File: src/rtl/multi_client_axis_pkg.sv
// Shared widths, defaults and FSM encoding for the multi-channel AXIS client.
package multi_client_axis_pkg;

  localparam int DATAW_DEF      = 16;
  localparam int AXIS_DESTW     = 4;
  localparam int AXIS_IDW       = 4;
  localparam int AXIS_STRBW     = 8;
  localparam int AXIS_KEEPW     = 8;
  localparam int AXIS_USERW     = 4;
  localparam int AXIS_MAX_DATAW = 64;

  localparam logic [AXIS_USERW-1:0] SRC_ADDR_DEF  = 4'h1;
  localparam logic [AXIS_DESTW-1:0] DEST_ADDR_DEF = 4'h0;

  typedef enum logic {
    MC_IDLE = 1'b0,
    MC_SEND = 1'b1
  } mc_state_e;

  // Index width that never collapses to zero bits for a single channel.
  function automatic int clog2_min1(input int n);
    return (n > 1) ? $clog2(n) : 1;
  endfunction

endpackage

File: src/rtl/multi_client_axis_fifo.sv
// Per-channel beat FIFO: synchronous, show-ahead head, occupancy counter.
module multi_client_axis_fifo
  import multi_client_axis_pkg::*;
#(
  parameter int DATA_WIDTH = 17,
  parameter int DEPTH      = 8
) (
  input  logic                  clk,
  input  logic                  rst,
  input  logic                  wr_en,
  input  logic [DATA_WIDTH-1:0] wr_data,
  input  logic                  rd_en,
  output logic [DATA_WIDTH-1:0] rd_data,
  output logic                  empty,
  output logic                  full
);

  localparam int AW = $clog2(DEPTH);

  logic [DATA_WIDTH-1:0] mem [DEPTH];
  logic [AW-1:0]         wr_ptr;
  logic [AW-1:0]         rd_ptr;
  logic [AW:0]           count;
  logic                  do_wr;
  logic                  do_rd;

  assign do_wr   = wr_en & ~full;
  assign do_rd   = rd_en & ~empty;
  assign empty   = (count == '0);
  assign full    = (count == (AW+1)'(DEPTH));
  assign rd_data = mem[rd_ptr];

  // Pointer and occupancy bookkeeping; a simultaneous read and write leaves count unchanged.
  always_ff @(posedge clk) begin
    if (rst) begin
      wr_ptr <= '0;
      rd_ptr <= '0;
      count  <= '0;
    end else begin
      if (do_wr) wr_ptr <= wr_ptr + 1'b1;
      if (do_rd) rd_ptr <= rd_ptr + 1'b1;
      case ({do_wr, do_rd})
        2'b10:   count <= count + 1'b1;
        2'b01:   count <= count - 1'b1;
        default: count <= count;
      endcase
    end
  end

  // Storage array; contents are don't-care until written, so no reset.
  always_ff @(posedge clk) begin
    if (do_wr) mem[wr_ptr] <= wr_data;
  end

endmodule

File: src/rtl/multi_client_axis.sv
// Multi-channel client front end: per-channel FIFOs merged onto one AXIS master
// with packet-granular round-robin arbitration.
//
//  state   | meaning
//  --------+------------------------------------------------------------
//  MC_IDLE | no packet owns the output; pick next non-empty channel
//  MC_SEND | grant locked to one channel until its tlast beat is accepted
module multi_client_axis
  import multi_client_axis_pkg::*;
#(
  parameter int                             NUM_CH     = 2,
  parameter int                             FIFO_DEPTH = 8,
  parameter int                             DATAW      = DATAW_DEF,
  parameter logic [NUM_CH*AXIS_DESTW-1:0]   DEST_ADDRS = {NUM_CH{DEST_ADDR_DEF}},
  parameter logic [AXIS_USERW-1:0]          SRC_ADDR   = SRC_ADDR_DEF
) (
  input  logic                        clk,
  input  logic                        rst,
  input  logic [NUM_CH*DATAW-1:0]     client_tdata,
  input  logic [NUM_CH-1:0]           client_tlast,
  input  logic [NUM_CH-1:0]           client_valid,
  output logic [NUM_CH-1:0]           client_ready,
  input  logic                        axis_client_interface_tready,
  output logic                        axis_client_interface_tvalid,
  output logic                        axis_client_interface_tlast,
  output logic [AXIS_DESTW-1:0]       axis_client_interface_tdest,
  output logic [AXIS_IDW-1:0]         axis_client_interface_tid,
  output logic [AXIS_STRBW-1:0]       axis_client_interface_tstrb,
  output logic [AXIS_KEEPW-1:0]       axis_client_interface_tkeep,
  output logic [AXIS_USERW-1:0]       axis_client_interface_tuser,
  output logic [AXIS_MAX_DATAW-1:0]   axis_client_interface_tdata
);

  localparam int GW = clog2_min1(NUM_CH);

  mc_state_e         state, state_nxt;
  logic [GW-1:0]     grant, grant_nxt;
  logic [GW-1:0]     rr_ptr, rr_ptr_nxt;
  logic [NUM_CH-1:0] empty;
  logic [NUM_CH-1:0] full;
  logic [NUM_CH-1:0] wr_en;
  logic [NUM_CH-1:0] rd_en;
  logic [DATAW:0]    head [NUM_CH];
  logic [DATAW-1:0]  head_data;
  logic              head_last;
  logic              out_valid;
  logic              hs;

  // First requesting channel at or after start, wrapping at NUM_CH.
  function automatic logic [GW-1:0] rr_pick(input logic [GW-1:0] start,
                                            input logic [NUM_CH-1:0] req);
    logic [GW-1:0] pick;
    logic          found;
    int            idx;
    pick  = start;
    found = 1'b0;
    for (int k = 0; k < NUM_CH; k++) begin
      idx = (int'(start) + k) % NUM_CH;
      if (!found && req[idx]) begin
        pick  = GW'(idx);
        found = 1'b1;
      end
    end
    return pick;
  endfunction

  for (genvar i = 0; i < NUM_CH; i++) begin : g_ch
    assign wr_en[i] = client_valid[i] & ~full[i];
    assign rd_en[i] = hs && (int'(grant) == i);

    multi_client_axis_fifo #(
      .DATA_WIDTH (DATAW + 1),
      .DEPTH      (FIFO_DEPTH)
    ) u_fifo (
      .clk     (clk),
      .rst     (rst),
      .wr_en   (wr_en[i]),
      .wr_data ({client_tlast[i], client_tdata[i*DATAW +: DATAW]}),
      .rd_en   (rd_en[i]),
      .rd_data (head[i]),
      .empty   (empty[i]),
      .full    (full[i])
    );
  end

  assign {head_last, head_data} = head[grant];
  assign hs                     = out_valid & axis_client_interface_tready;
  assign client_ready           = ~full;

  // State, grant and round-robin pointer registers.
  always_ff @(posedge clk) begin
    if (rst) begin
      state  <= MC_IDLE;
      grant  <= '0;
      rr_ptr <= '0;
    end else begin
      state  <= state_nxt;
      grant  <= grant_nxt;
      rr_ptr <= rr_ptr_nxt;
    end
  end

  // Arbitration: pick in IDLE, hold grant in SEND until the tlast beat is accepted.
  always_comb begin
    state_nxt  = state;
    grant_nxt  = grant;
    rr_ptr_nxt = rr_ptr;
    out_valid  = 1'b0;
    case (state)
      MC_IDLE: begin
        if (~empty != '0) begin
          grant_nxt = rr_pick(rr_ptr, ~empty);
          state_nxt = MC_SEND;
        end
      end
      MC_SEND: begin
        out_valid = ~empty[grant];
        if (out_valid && axis_client_interface_tready && head_last) begin
          state_nxt  = MC_IDLE;
          rr_ptr_nxt = (int'(grant) == NUM_CH - 1) ? '0 : grant + 1'b1;
        end
      end
      default: state_nxt = MC_IDLE;
    endcase
  end

  // Output beat; data and last are zeroed while no beat is offered.
  always_comb begin
    axis_client_interface_tdata                = '0;
    axis_client_interface_tdata[DATAW-1:0]     = out_valid ? head_data : '0;
    axis_client_interface_tid                  = '0;
    axis_client_interface_tid[GW-1:0]          = grant;
    axis_client_interface_tlast                = out_valid & head_last;
    axis_client_interface_tdest                = DEST_ADDRS[int'(grant)*AXIS_DESTW +: AXIS_DESTW];
  end

  assign axis_client_interface_tvalid = out_valid;
  assign axis_client_interface_tstrb  = '0;
  assign axis_client_interface_tkeep  = '0;
  assign axis_client_interface_tuser  = SRC_ADDR;

endmodule
File: config.mk
export PLATFORM = sky130hd
export DESIGN_NAME = multi_client_axis
export DESIGN_NICKNAME = d
export VERILOG_FILES = /design/src/rtl/multi_client_axis_pkg.sv /design/src/rtl/multi_client_axis_fifo.sv /design/src/rtl/multi_client_axis.sv
export SDC_FILE = /design/constraint.sdc
export NUM_CORES = 1
export LEC_CHECK = 0
export ABC_AREA = 0
export BUFFER_PORTS_ARGS = -buffer_cell sky130_fd_sc_hd__clkbuf_2
export CAP_MARGIN = 20
export CORE_MARGIN = 5
export CORE_UTILIZATION = 45
export CTS_CLUSTER_SIZE = 14
export DETAILED_ROUTE_END_ITERATION = 8
export PLACE_DENSITY_LB_ADDON = 0.15
export SLEW_MARGIN = 20
export SYNTH_ARGS = -nofsm -noshare
export SYNTH_HDL_FRONTEND = slang
export SYNTH_SLANG_ARGS = --single-unit
File: constraint.sdc
create_clock -name clk -period 3.8 [get_ports clk]
set_input_delay 1.14 -clock clk [delete_from_list [all_inputs] [get_ports clk]]
set_output_delay 1.14 -clock clk [all_outputs]
set_load 0.005 [all_outputs]
==> run metrics <==
status finished, final reports clean; Routed Antenna Nets 0; Cells after DPL 1,064; cell taking the most area after synthesis edfxtp_1; fin crit share 95.5%; routed len/inst 21.5 um; DP Wirelength 15,100 um; # Max-Cap Violations 0; hold path depth 2; die width 175 um; number of buffers created by CTS 31; post-synthesis cell count 671; CP required 2.66 ns; Synth area leaders edfxtp_1 (67%), mux4_2 (12%), dfxtp_1 (4.8%); worst rel slew slack 59.4%; top cell type's share of synthesized area 66.8%; initial antenna violation count 2; clock buffer depth 3; Tightest Hold Check Type reg -> reg; R2R setup slack 1.01 ns; drt first pass iters 4; critical path startpoint category flip-flop; mean area per synthesized cell 18.2 um^2; Synth Warn # 0; reg2reg start g_ch[0].u_fifo.count[1]; CTS tree done; row cnt 60; H-tree levels 1; leakage power 4.57 nW; Post-synth ARST share 0%; GRT Residual Overflow 0; Core ar. 26,900 um^2; hold_buf cts 0; drt initial violations 312; Post-synth EDFFs 272; Synth Flop Type edfxtp_1; # nets final 805; largest net degree at the start of global routing 36; clk_lat worst skew 0.54 ns; CP Max Fanout 11; CP arrival 2.49 ns; setup_tns 0 ns; CTS root buf clkbuf_16; port bufs 59; Peak Freq 276 MHz; setup bufs post-CTS 0; reg2reg path depth 9; CP endpoint kind output port; max-slew violation count 0; reg2reg end g_ch[0].u_fifo.count[2]; Yosys cell types 46; total track usage 15.7%; Syn-to-layout area delta 11.8%; Die Y 175 um; non-filler instance count after layout 1,118; sequential area share after synthesis 71.6%; min-delay src g_ch[1].u_fifo.wr_ptr[0]; Final setup viols 0; min Tclk post-route 3.63 ns; via count 5,959; first-pass GRT wire length 36,900 um; Hold Violations, Final 0; synthesized flop and latch total 301; fillers 2,198; Remaining DRCs 0; io pins 135; Worst Skew 0.00914 ns; number of global-route vias before repair 6,367; routability congestion estimate 0.752; hold endpoint g_ch[1].u_fifo.wr_ptr[0]; Max VDD drop 0.308 mV; Least-Margin Pin Slew 0.607 ns; Initial Util 45.5%; clock slew at reported path FFs 0.06 ns; share of cells above drive strength 1 27.5%; Die Area 30,600 um^2; P per Cell Area 517 nW/um^2; Avg Vias per Cell 5.33; post-synthesis instance area 12,200 um^2; final WL 24,100 um; CTS Sinks 301; crit path kind reg -> out; ANT cells 0; RSZ-0062 raised after global routing no
[cell families after synthesis]
kind of cell	after synthesis	synth area share, %
AOI/OAI and AO/OA	57	3.04
adders and majority gates	10	1.02
DFF	301	71.6
and+or+nand+nor	102	4.43
xor gates and xnor gates	13	0.932
muxes	75	13.0
buffers and inverters	111	5.90
other	2	0.0614
[metrics by stage]
step | hold WS [ns] | area (um^2) | util, % | total power (W) | worst slack [ns]
2_1_floorplan | 0.462 | 12500 | - | 0.00431 | 0.387
3_3_place_gp | 0.472 | 12800 | 47.6 | 0.00451 | 0.766
3_5_place_dp | 0.492 | 12800 | 47.6 | 0.00454 | 0.688
4_1_cts | 0.499 | 13700 | 50.8 | 0.00716 | 0.107
5_1_grt | 0.527 | 13700 | 50.8 | 0.00737 | 0.0610
6_report | 0.496 | 13700 | 50.8 | 0.00706 | 0.173
[registers in the layout (all words and copies together), names as in the netlist, named ones only]
register / count
state: 1
g_ch.u_fifo.mem: 272
g_ch.u_fifo.rd_ptr: 6
grant: 1
g_ch.u_fifo.wr_ptr: 6
rr_ptr: 1
g_ch.u_fifo.count: 8
[synth_stat cells (10+ instances only)]
cell      number
mux4_2        67
clkbuf_1      22
buf_4         76
dfxtp_1       29
o22ai_1       32
edfxtp_1     272
nand3_1       10
nor2_1        30
ha_1          10
nor3_1        22
nand2_1       13
a21oi_1       11
[how the worst max path moves through the flow]
stage / endpoint / cells after the start / start
after global routing: axis_client_interface_tdata[14] / 5 / grant
after detailed placement: axis_client_interface_tdata[0] / 5 / flip-flop
final: axis_client_interface_tdata[14] / 5 / grant
after floorplan: g_ch[0].u_fifo.mem[0][0] / 2 / client_valid[0]
after CTS: axis_client_interface_tdata[0] / 5 / flip-flop
after global placement: axis_client_interface_tdata[14] / 5 / flip-flop
[where the power goes]
| group | total (W) | internal (W) | leakage (nW) | switching, W |
|---|---|---|---|---|
| Sequential | 0.00377 | 0.00371 | 2.71 | 0.0000630 |
| Clock | 0.00261 | 0.00148 | 0.430 | 0.00113 |
| Combinational | 0.000678 | 0.000283 | 1.44 | 0.000395 |
[what timing repair did]
item                       in CTS  in global routing
hold endpoints to repair        0                  0
setup endpoints to repair       0                  1
gates resized for setup         0                  1
[routing by layer]
layer	share of wire [%]	GRT usage [%]	up-vias
li1	-	-	2692
met1	42	20.9	3032
met2	49	26.8	190
met3	5.9	2.81	41
met4	2.3	4.45	4
met5	0.095	0	-
[final cells by class]
type	instances	area [um^2]	area share [%]
clock buffer	38	802	5.87
clock inverter	16	72.6	0.531
inverter	2	7.51	0.0549
multi-input combinational	332	3060	22.4
sequential	301	8750	64.1
tap	341	427	3.12
timing repair buffer	88	538	3.94
[worst max-delay path: stages, from the launching register on]
cell and delay, ns:
dfxtp_1 0.55, inv_2 0.09, nand2_1 0.47, o22ai_1 0.20, nor3_1 0.43, clkbuf_2 0.20
[layout by cell type (no fill, tap or decap), types with 9 or more instances in the layout]
| cell type | synthesis | final |
|---|---|---|
| a21oi_1 | 11 | 11 |
| buf_4 | 76 | 27 |
| clkbuf_16 | 0 | 31 |
| clkbuf_2 | 0 | 59 |
| conb_1 | 2 | 75 |
| dfxtp_1 | 29 | 26 |
| edfxtp_1 | 272 | 272 |
| ha_1 | 10 | 10 |
| mux4_2 | 67 | 67 |
| nand2_1 | 13 | 13 |
| nand3_1 | 10 | 10 |
| nor2_1 | 30 | 30 |
| nor3_1 | 22 | 16 |
| o22ai_1 | 32 | 32 |
| xor2_1 | 9 | 9 |
Note: power is estimated with default switching activity, not from simulation.
